$ cat src/rtl/clk_ratio_meter_pkg.sv
// clk_ratio_meter_pkg: shared FSM state type and counter saturation helper
package clk_ratio_meter_pkg;
    typedef enum logic [1:0] {IDLE = 2'd0, HIGH = 2'd1, LOW = 2'd2} state_t;
    function automatic logic [31:0] sat_val(input int w);
        return (w >= 32) ? 32'hFFFF_FFFF : (32'd1 << w) - 32'd1;
    endfunction
endpackage

$ cat src/rtl/clk_ratio_meter_sync_edge_det.sv
// sync_edge_det: 2-flop synchroniser plus delayed copy giving rise/fall pulses
module sync_edge_det (
    input  logic clk,
    input  logic rst,
    input  logic i_async,
    output logic o_rise,
    output logic o_fall
);
    logic r_s1, r_s2, r_d;
    // synchronise the asynchronous input and keep one delayed copy for edge detection
    always_ff @(posedge clk or posedge rst) begin
        if (rst) begin
            r_s1 <= 1'b0;
            r_s2 <= 1'b0;
            r_d  <= 1'b0;
        end else begin
            r_s1 <= i_async;
            r_s2 <= r_s1;
            r_d  <= r_s2;
        end
    end
    assign o_rise = r_s2 & ~r_d;
    assign o_fall = ~r_s2 & r_d;
endmodule

$ cat src/rtl/clk_ratio_meter.sv
// clk_ratio_meter: measures period/high time of clk_in in clk cycles; optional duty check via CLK_RATIO_METER_DUTY_CHECK_EN
module clk_ratio_meter
    import clk_ratio_meter_pkg::*;
#(
    parameter int CNT_W    = 16,
    parameter int LOCK_CNT = 4,
    parameter int TIMEOUT  = 1000
) (
    input  logic             clk,
    input  logic             rst,
    input  logic             clk_in,
    output logic [CNT_W-1:0] period,
    output logic [CNT_W-1:0] high_time,
    output logic             meas_valid,
    output logic             locked,
    output logic             no_clk,
    output logic             duty_err
);
    localparam int               MW      = $clog2(LOCK_CNT);
    localparam logic [CNT_W-1:0] MAX_CNT = CNT_W'(sat_val(CNT_W));
    localparam logic [CNT_W-1:0] TO      = CNT_W'(TIMEOUT);
    localparam logic [MW-1:0]    M_TOP   = MW'(LOCK_CNT - 1);

    state_t           r_state, w_next;
    logic             w_rise, w_fall, w_start, w_publish, w_timeout;
    logic [CNT_W:0]   w_sum;
    logic [CNT_W-1:0] w_period;
    logic [MW-1:0]    w_mcnt;
    logic [CNT_W-1:0] r_hcnt, r_lcnt, r_period, r_high;
    logic [MW-1:0]    r_mcnt;
    logic             r_first, r_valid, r_locked, r_no_clk;

    sync_edge_det u_sync (
        .clk     (clk),
        .rst     (rst),
        .i_async (clk_in),
        .o_rise  (w_rise),
        .o_fall  (w_fall)
    );

    // state register
    always_ff @(posedge clk or posedge rst) begin
        if (rst) r_state <= IDLE;
        else     r_state <= w_next;
    end

    // next state: an edge always beats a timeout in the same cycle
    always_comb begin
        w_next = r_state;
        if (r_state == IDLE)      w_next = w_rise ? HIGH : IDLE;
        else if (r_state == HIGH) w_next = w_fall ? LOW : w_timeout ? IDLE : HIGH;
        else                      w_next = w_rise ? HIGH : w_timeout ? IDLE : LOW;
    end

    // decoded control and result arithmetic
    always_comb begin
        w_start   = (r_state == IDLE) && w_rise;
        w_publish = (r_state == LOW) && w_rise;
        w_timeout = ((r_state == HIGH) && (r_hcnt >= TO) && !w_fall) ||
                    ((r_state == LOW) && (r_lcnt >= TO) && !w_rise);
        w_sum     = {1'b0, r_hcnt} + {1'b0, r_lcnt};
        w_period  = w_sum[CNT_W] ? MAX_CNT : w_sum[CNT_W-1:0];
        w_mcnt    = (!r_first && (w_period == r_period)) ?
                    ((r_mcnt == M_TOP) ? r_mcnt : r_mcnt + MW'(1)) : '0;
    end

    // phase counters, published results and lock/timeout status
    always_ff @(posedge clk or posedge rst) begin
        if (rst) begin
            r_hcnt   <= '0;
            r_lcnt   <= '0;
            r_period <= '0;
            r_high   <= '0;
            r_mcnt   <= '0;
            r_first  <= 1'b0;
            r_valid  <= 1'b0;
            r_locked <= 1'b0;
            r_no_clk <= 1'b0;
        end else begin
            r_valid <= w_publish;
            if (w_start) begin
                r_hcnt   <= CNT_W'(1);
                r_lcnt   <= '0;
                r_no_clk <= 1'b0;
                r_first  <= 1'b1;
            end else if (w_publish) begin
                r_hcnt   <= CNT_W'(1);
                r_lcnt   <= '0;
                r_period <= w_period;
                r_high   <= r_hcnt;
                r_mcnt   <= w_mcnt;
                r_locked <= (w_mcnt == M_TOP);
                r_first  <= 1'b0;
            end else if ((r_state == HIGH) && w_fall) begin
                r_lcnt <= CNT_W'(1);
            end else if (w_timeout) begin
                r_no_clk <= 1'b1;
                r_locked <= 1'b0;
                r_mcnt   <= '0;
            end else if (r_state == HIGH) begin
                r_hcnt <= (r_hcnt == MAX_CNT) ? r_hcnt : r_hcnt + CNT_W'(1);
            end else if (r_state == LOW) begin
                r_lcnt <= (r_lcnt == MAX_CNT) ? r_lcnt : r_lcnt + CNT_W'(1);
            end
        end
    end

`ifdef CLK_RATIO_METER_DUTY_CHECK_EN
    logic [CNT_W-1:0] w_diff;
    logic             r_duty;
    assign w_diff = (r_hcnt > r_lcnt) ? r_hcnt - r_lcnt : r_lcnt - r_hcnt;
    // phases differing by one count are accepted so odd-ratio 50% dividers pass
    always_ff @(posedge clk or posedge rst) begin
        if (rst)            r_duty <= 1'b0;
        else if (w_publish) r_duty <= (w_diff > CNT_W'(1));
        else if (w_timeout) r_duty <= 1'b0;
    end
    assign duty_err = r_duty;
`else
    assign duty_err = 1'b0;
`endif

    assign period     = r_period;
    assign high_time  = r_high;
    assign meas_valid = r_valid;
    assign locked     = r_locked;
    assign no_clk     = r_no_clk;
endmodule

$ cat config.mk
export PLATFORM = sky130hd
export DESIGN_NAME = clk_ratio_meter
export DESIGN_NICKNAME = d
export VERILOG_FILES = /design/src/rtl/clk_ratio_meter_pkg.sv /design/src/rtl/clk_ratio_meter_sync_edge_det.sv /design/src/rtl/clk_ratio_meter.sv
export SDC_FILE = /design/constraint.sdc
export NUM_CORES = 1
export LEC_CHECK = 0
export ABC_CLOCK_PERIOD_IN_PS = 3200
export CORE_MARGIN = 2
export CORE_UTILIZATION = 53
export DETAILED_ROUTE_END_ITERATION = 8
export GPL_ROUTABILITY_DRIVEN = 0
export PLACE_DENSITY = 0.76
export SYNTH_ARGS = -nofsm -noshare
export SYNTH_HDL_FRONTEND = slang
export SYNTH_SLANG_ARGS = --single-unit
$ cat constraint.sdc
create_clock -name clk -period 3.2 [get_ports clk]
set_input_delay 0.48 -clock clk [delete_from_list [all_inputs] [get_ports clk]]
set_output_delay 0.48 -clock clk [all_outputs]
set_load 0.1 [all_outputs]
==> results.rst <==
.. list-table::
   :header-rows: 1

   * - Metric
     - Value
   * - DR vias/cell
     - roughly 6
   * - Simple-Gate Fraction of Synth Area
     - approximately 22%
   * - Num rows
     - 33
   * - # diodes
     - 0
   * - Critical path arrival
     - ~3.4 ns
   * - Number of buffers added to fix hold violations after cts
     - 0
   * - TritonCTS clock tree
     - built
   * - Worst skew pair latency
     - 0.36 ns
   * - Initial antenna violation count
     - 0
   * - Final nets
     - 571
   * - Worst-path clk slew
     - 0.08 ns
   * - Highest clock frequency the design can meet
     - between 300 and 400 MHz
   * - Hold violation count in the final report
     - 0
   * - Post-synth EDFFs
     - 0
   * - Total GRT Usage
     - 25.60%
   * - Area added between synthesis and finish
     - 17.48%
   * - Top-area cell type share of the netlist area
     - 41.83%
   * - Critical-path cell with the highest stage delay
     - sky130_fd_sc_hd__dfrtp_1
   * - Commonest cells in the synthesized netlist
     - sky130_fd_sc_hd__nand2_1, sky130_fd_sc_hd__dfrtp_1, sky130_fd_sc_hd__nor2_1
   * - Worst slew pin tran
     - 0.9639 ns
   * - Footprint of the multi-input gates
     - 2554 um2
   * - TritonRoute pass-1 iters
     - 5
   * - Clock period minus final worst setup slack
     - 3.143 ns
   * - Count of pins over their slew limit
     - 0
   * - P per Cell Area
     - slightly above 700 nW/um2
   * - CP Cell Sequence
     - ha_4 > fa_2 > a211oi_2 > o21ai_2 > a21boi_4 > o31ai_4 > or3_1 > a211o_1 > nor4_4 > nand3_2 > a21oi_2
   * - Largest net degree at the start of global routing
     - 63
   * - RSZ-0062 raised after global routing
     - yes
   * - Clock buffer count from CTS
     - 9
   * - Global-route wire length before repair
     - 18,020 um
   * - Worst setup skew after layout
     - roughly 0.0075 ns
   * - Worst min-delay path category
     - flop to flop
   * - Total Wirelength
     - 11,280 um
   * - Maximum net fanout on the critical path
     - 4
   * - Startpoint type of the worst setup path
     - flop
   * - Total die area
     - ~9000 um2
   * - Classification of the worst setup path
     - flop to flop
   * - Syn_area_per_cell
     - 8.956 um2
   * - Dpl cell area
     - 4906 um2
   * - Fraction of synthesized area in multiplexers
     - 0.9760%
   * - Top-Level Pins
     - 39
   * - Final worst hold slack
     - 0.3606 ns
   * - Number of setup violations in the final report
     - 0
   * - # H-tree levels
     - 3
   * - Share of layout cells above drive strength 1
     - between 15 and 20%
   * - Global routing met3 resource utilization
     - 5.012%
   * - Final cycle utilization of the critical path
     - 98.23%
   * - Number of clock sinks
     - 75
   * - Result of the run
     - finished, final reports clean
   * - Number of remaining DRC errors
     - 0
   * - Worst slew margin
     - 35.54%
   * - Clock tree root driver cell
     - sky130_fd_sc_hd__clkbuf_8
   * - Setup crit end kind
     - flop
   * - Synthesized-area fraction occupied by ao, oa, aoi and oai cells
     - 19.44%
   * - Primary flip-flop cell chosen by synthesis mapping
     - sky130_fd_sc_hd__dfrtp_1
   * - Max-cap check violation count
     - 0
   * - Routed length per instance
     - approximately 17 um
   * - Placeable core region
     - 8217 um2
   * - Post-synthesis cell type count
     - 66
   * - Post-route total power
     - 3.796 mW
   * - Post-Synthesis Cells
     - 501
   * - Maximum count of clock buffers along a single path
     - 2
   * - Met1 Use GR
     - 34.12%
   * - Initial DRC count
     - ~350
   * - Share of synthesized cell area in full adder, half adder and majority cells
     - 6.023%
   * - Highest ir drop seen on vdd
     - 0.3693 mV
   * - Count of input and output buffers
     - 37
   * - Combinational family with the most area after synthesis
     - simple AND/OR/NAND/NOR gates
   * - Fraction of the yosys area taken by sequential cells
     - 41.83%
   * - Gr busiest metal
     - met2
   * - Net Count, Synth
     - between 500 and 600
   * - Most area-consuming cells after synthesis
     - sky130_fd_sc_hd__dfrtp_1, sky130_fd_sc_hd__nand2_1, sky130_fd_sc_hd__ha_1
   * - Required time of the critical path
     - 3.49 ns
   * - Most instantiated library cell after synthesis
     - sky130_fd_sc_hd__nand2_1
   * - Number of vias after detailed routing
     - around 4,000
   * - Largest area contributor in the synthesized netlist
     - sky130_fd_sc_hd__dfrtp_1
   * - Die outline width
     - 96.01 um
   * - #FFs+latches synth
     - 75
   * - Number of fill cells in the layout
     - around 660
   * - Number of global-route vias before repair
     - roughly 3,600
   * - Combined area of all synthesized cells
     - 4487 um2
   * - Sequential cell area in the final layout
     - 1877 um2
   * - Y dimension of the die
     - ~96 um
   * - Ys async rst share
     - 100.0%
   * - Post-synthesis share of cell area spent on xor and xnor gates
     - 6.274%
   * - Initial core utilization
     - 54.61%
   * - Half-perimeter wire length after placement
     - between 8000 and 9000 um
   * - Antenna Violating Nets Remaining
     - 0
   * - LEAKAGE
     - 2.477 nW
   * - Met2 Usage GRT
     - roughly 38%
   * - Delay contributed by the slowest stage of the critical path
     - 0.42 ns
   * - Design area
     - approximately 5300 um2
   * - Number of warnings issued by yosys
     - 0
   * - Global route overflow
     - 0
[critical path, delay by kind of cell (launching register included)]
family / cells / cell delay [ns]
AO/OA/AOI/OAI: 6 / 1.25
flip-flops: 1 / 0.42
AND/OR/NAND/NOR: 3 / 0.88
adder cells (fa/ha/maj): 2 / 0.53
[sequential cells by signal, indices dropped and copies added, names as in the netlist]
register and flops:
r_state 2, u_sync.r_s1 1, locked 1, r_first 1, r_lcnt 16, r_mcnt 2, meas_valid 1, high_time 16
u_sync.r_d 1, u_sync.r_s2 1, period 16, no_clk 1, r_hcnt 16
[metal layers]
| layer | vias up | share of wire, % |
|---|---|---|
| li1 | 1865 | - |
| met1 | 1929 | 44 |
| met2 | 161 | 46 |
| met3 | 38 | 6.2 |
| met4 | 0 | 4.3 |
| met5 | - | 0 |
[what timing repair did]
item | CTS | global route
endpoints found under the setup margin | 3 | 3
cloned | 0 | 0
buffers inserted | 0 | 8
pin swaps | 1 | 7
resized for setup | 1 | 17
[cell type report]
class | count | share of cell area (%)
multi-input cells | 391 | 48.45
flip-flops and latches | 75 | 35.60
repair buffers | 55 | 8.474
well taps | 105 | 2.492
clock buffers | 10 | 2.421
clock inverters | 5 | 1.495
inverters | 15 | 1.068
[placed cells by master (no fill, tap or decap), types with 5 or more instances in the layout]
master                             n
sky130_fd_sc_hd__a31oi_1          11
sky130_fd_sc_hd__buf_4            46
sky130_fd_sc_hd__o21ai_1          10
sky130_fd_sc_hd__or3_1             7
sky130_fd_sc_hd__ha_1             13
sky130_fd_sc_hd__o211ai_1          6
sky130_fd_sc_hd__nand3_1          14
sky130_fd_sc_hd__dfrtp_1          75
sky130_fd_sc_hd__o21ai_0          20
sky130_fd_sc_hd__clkbuf_8          9
sky130_fd_sc_hd__nor2_1           60
sky130_fd_sc_hd__inv_1            13
sky130_fd_sc_hd__a41oi_1           5
sky130_fd_sc_hd__xnor2_1           8
sky130_fd_sc_hd__and3_1            8
sky130_fd_sc_hd__nand2_1          90
sky130_fd_sc_hd__a21oi_2           5
sky130_fd_sc_hd__a21oi_1          21
sky130_fd_sc_hd__and2_1            5
sky130_fd_sc_hd__nor3_1            7
sky130_fd_sc_hd__nand4_1           5
sky130_fd_sc_hd__xor2_1           19
sky130_fd_sc_hd__clkdlybuf4s50_1   7
[worst paths after layout]
| check | from | end | slack, ns | cells after the start |
|---|---|---|---|---|
| worst max-delay path | r_lcnt[0] | r_mcnt[1] | 0.06 | 11 |
| worst min-delay path | u_sync.r_s1 | u_sync.r_s2 | 0.36 | 0 |
| worst max register to register | r_lcnt[0] | r_mcnt[1] | 0.06 | 11 |
| worst min register to register | u_sync.r_s1 | u_sync.r_s2 | 0.36 | 0 |
| max in group asynchronous | rst | r_hcnt[0] | 2.18 | 3 |
| min in group asynchronous | rst | high_time[14] | 0.39 | 2 |
[kinds of logic (layout without fill, tap and decap cells)]
logic type,after synthesis,after routing
simple gates,216,216
compound gates,120,120
flops,75,75
buf+inv,35,85
xor+xnor,29,29
fa+ha+maj,21,21
mux,4,4
other cells,1,1
[power breakdown]
group          internal (mW)  total [mW]  switching [mW]
registers               1.09        1.31           0.216
logic                  0.532        1.70            1.17
clock network          0.434       0.792           0.358
[metrics by stage]
step | setup WS [ns] | std cells | utilization (%) | TNS (ns)
after detailed placement | -0.003896 | 633 | 59.71 | -0.003896
after floorplan | 0.2001 | 501 | - | 0
after CTS | 0.02427 | 648 | 62.24 | 0
after global routing | -0.04397 | 656 | 64.15 | -0.1241
final | 0.05650 | 656 | 64.15 | 0
after global placement | 0.1519 | 633 | 59.71 | 0
(Power assumes the default switching activity.)
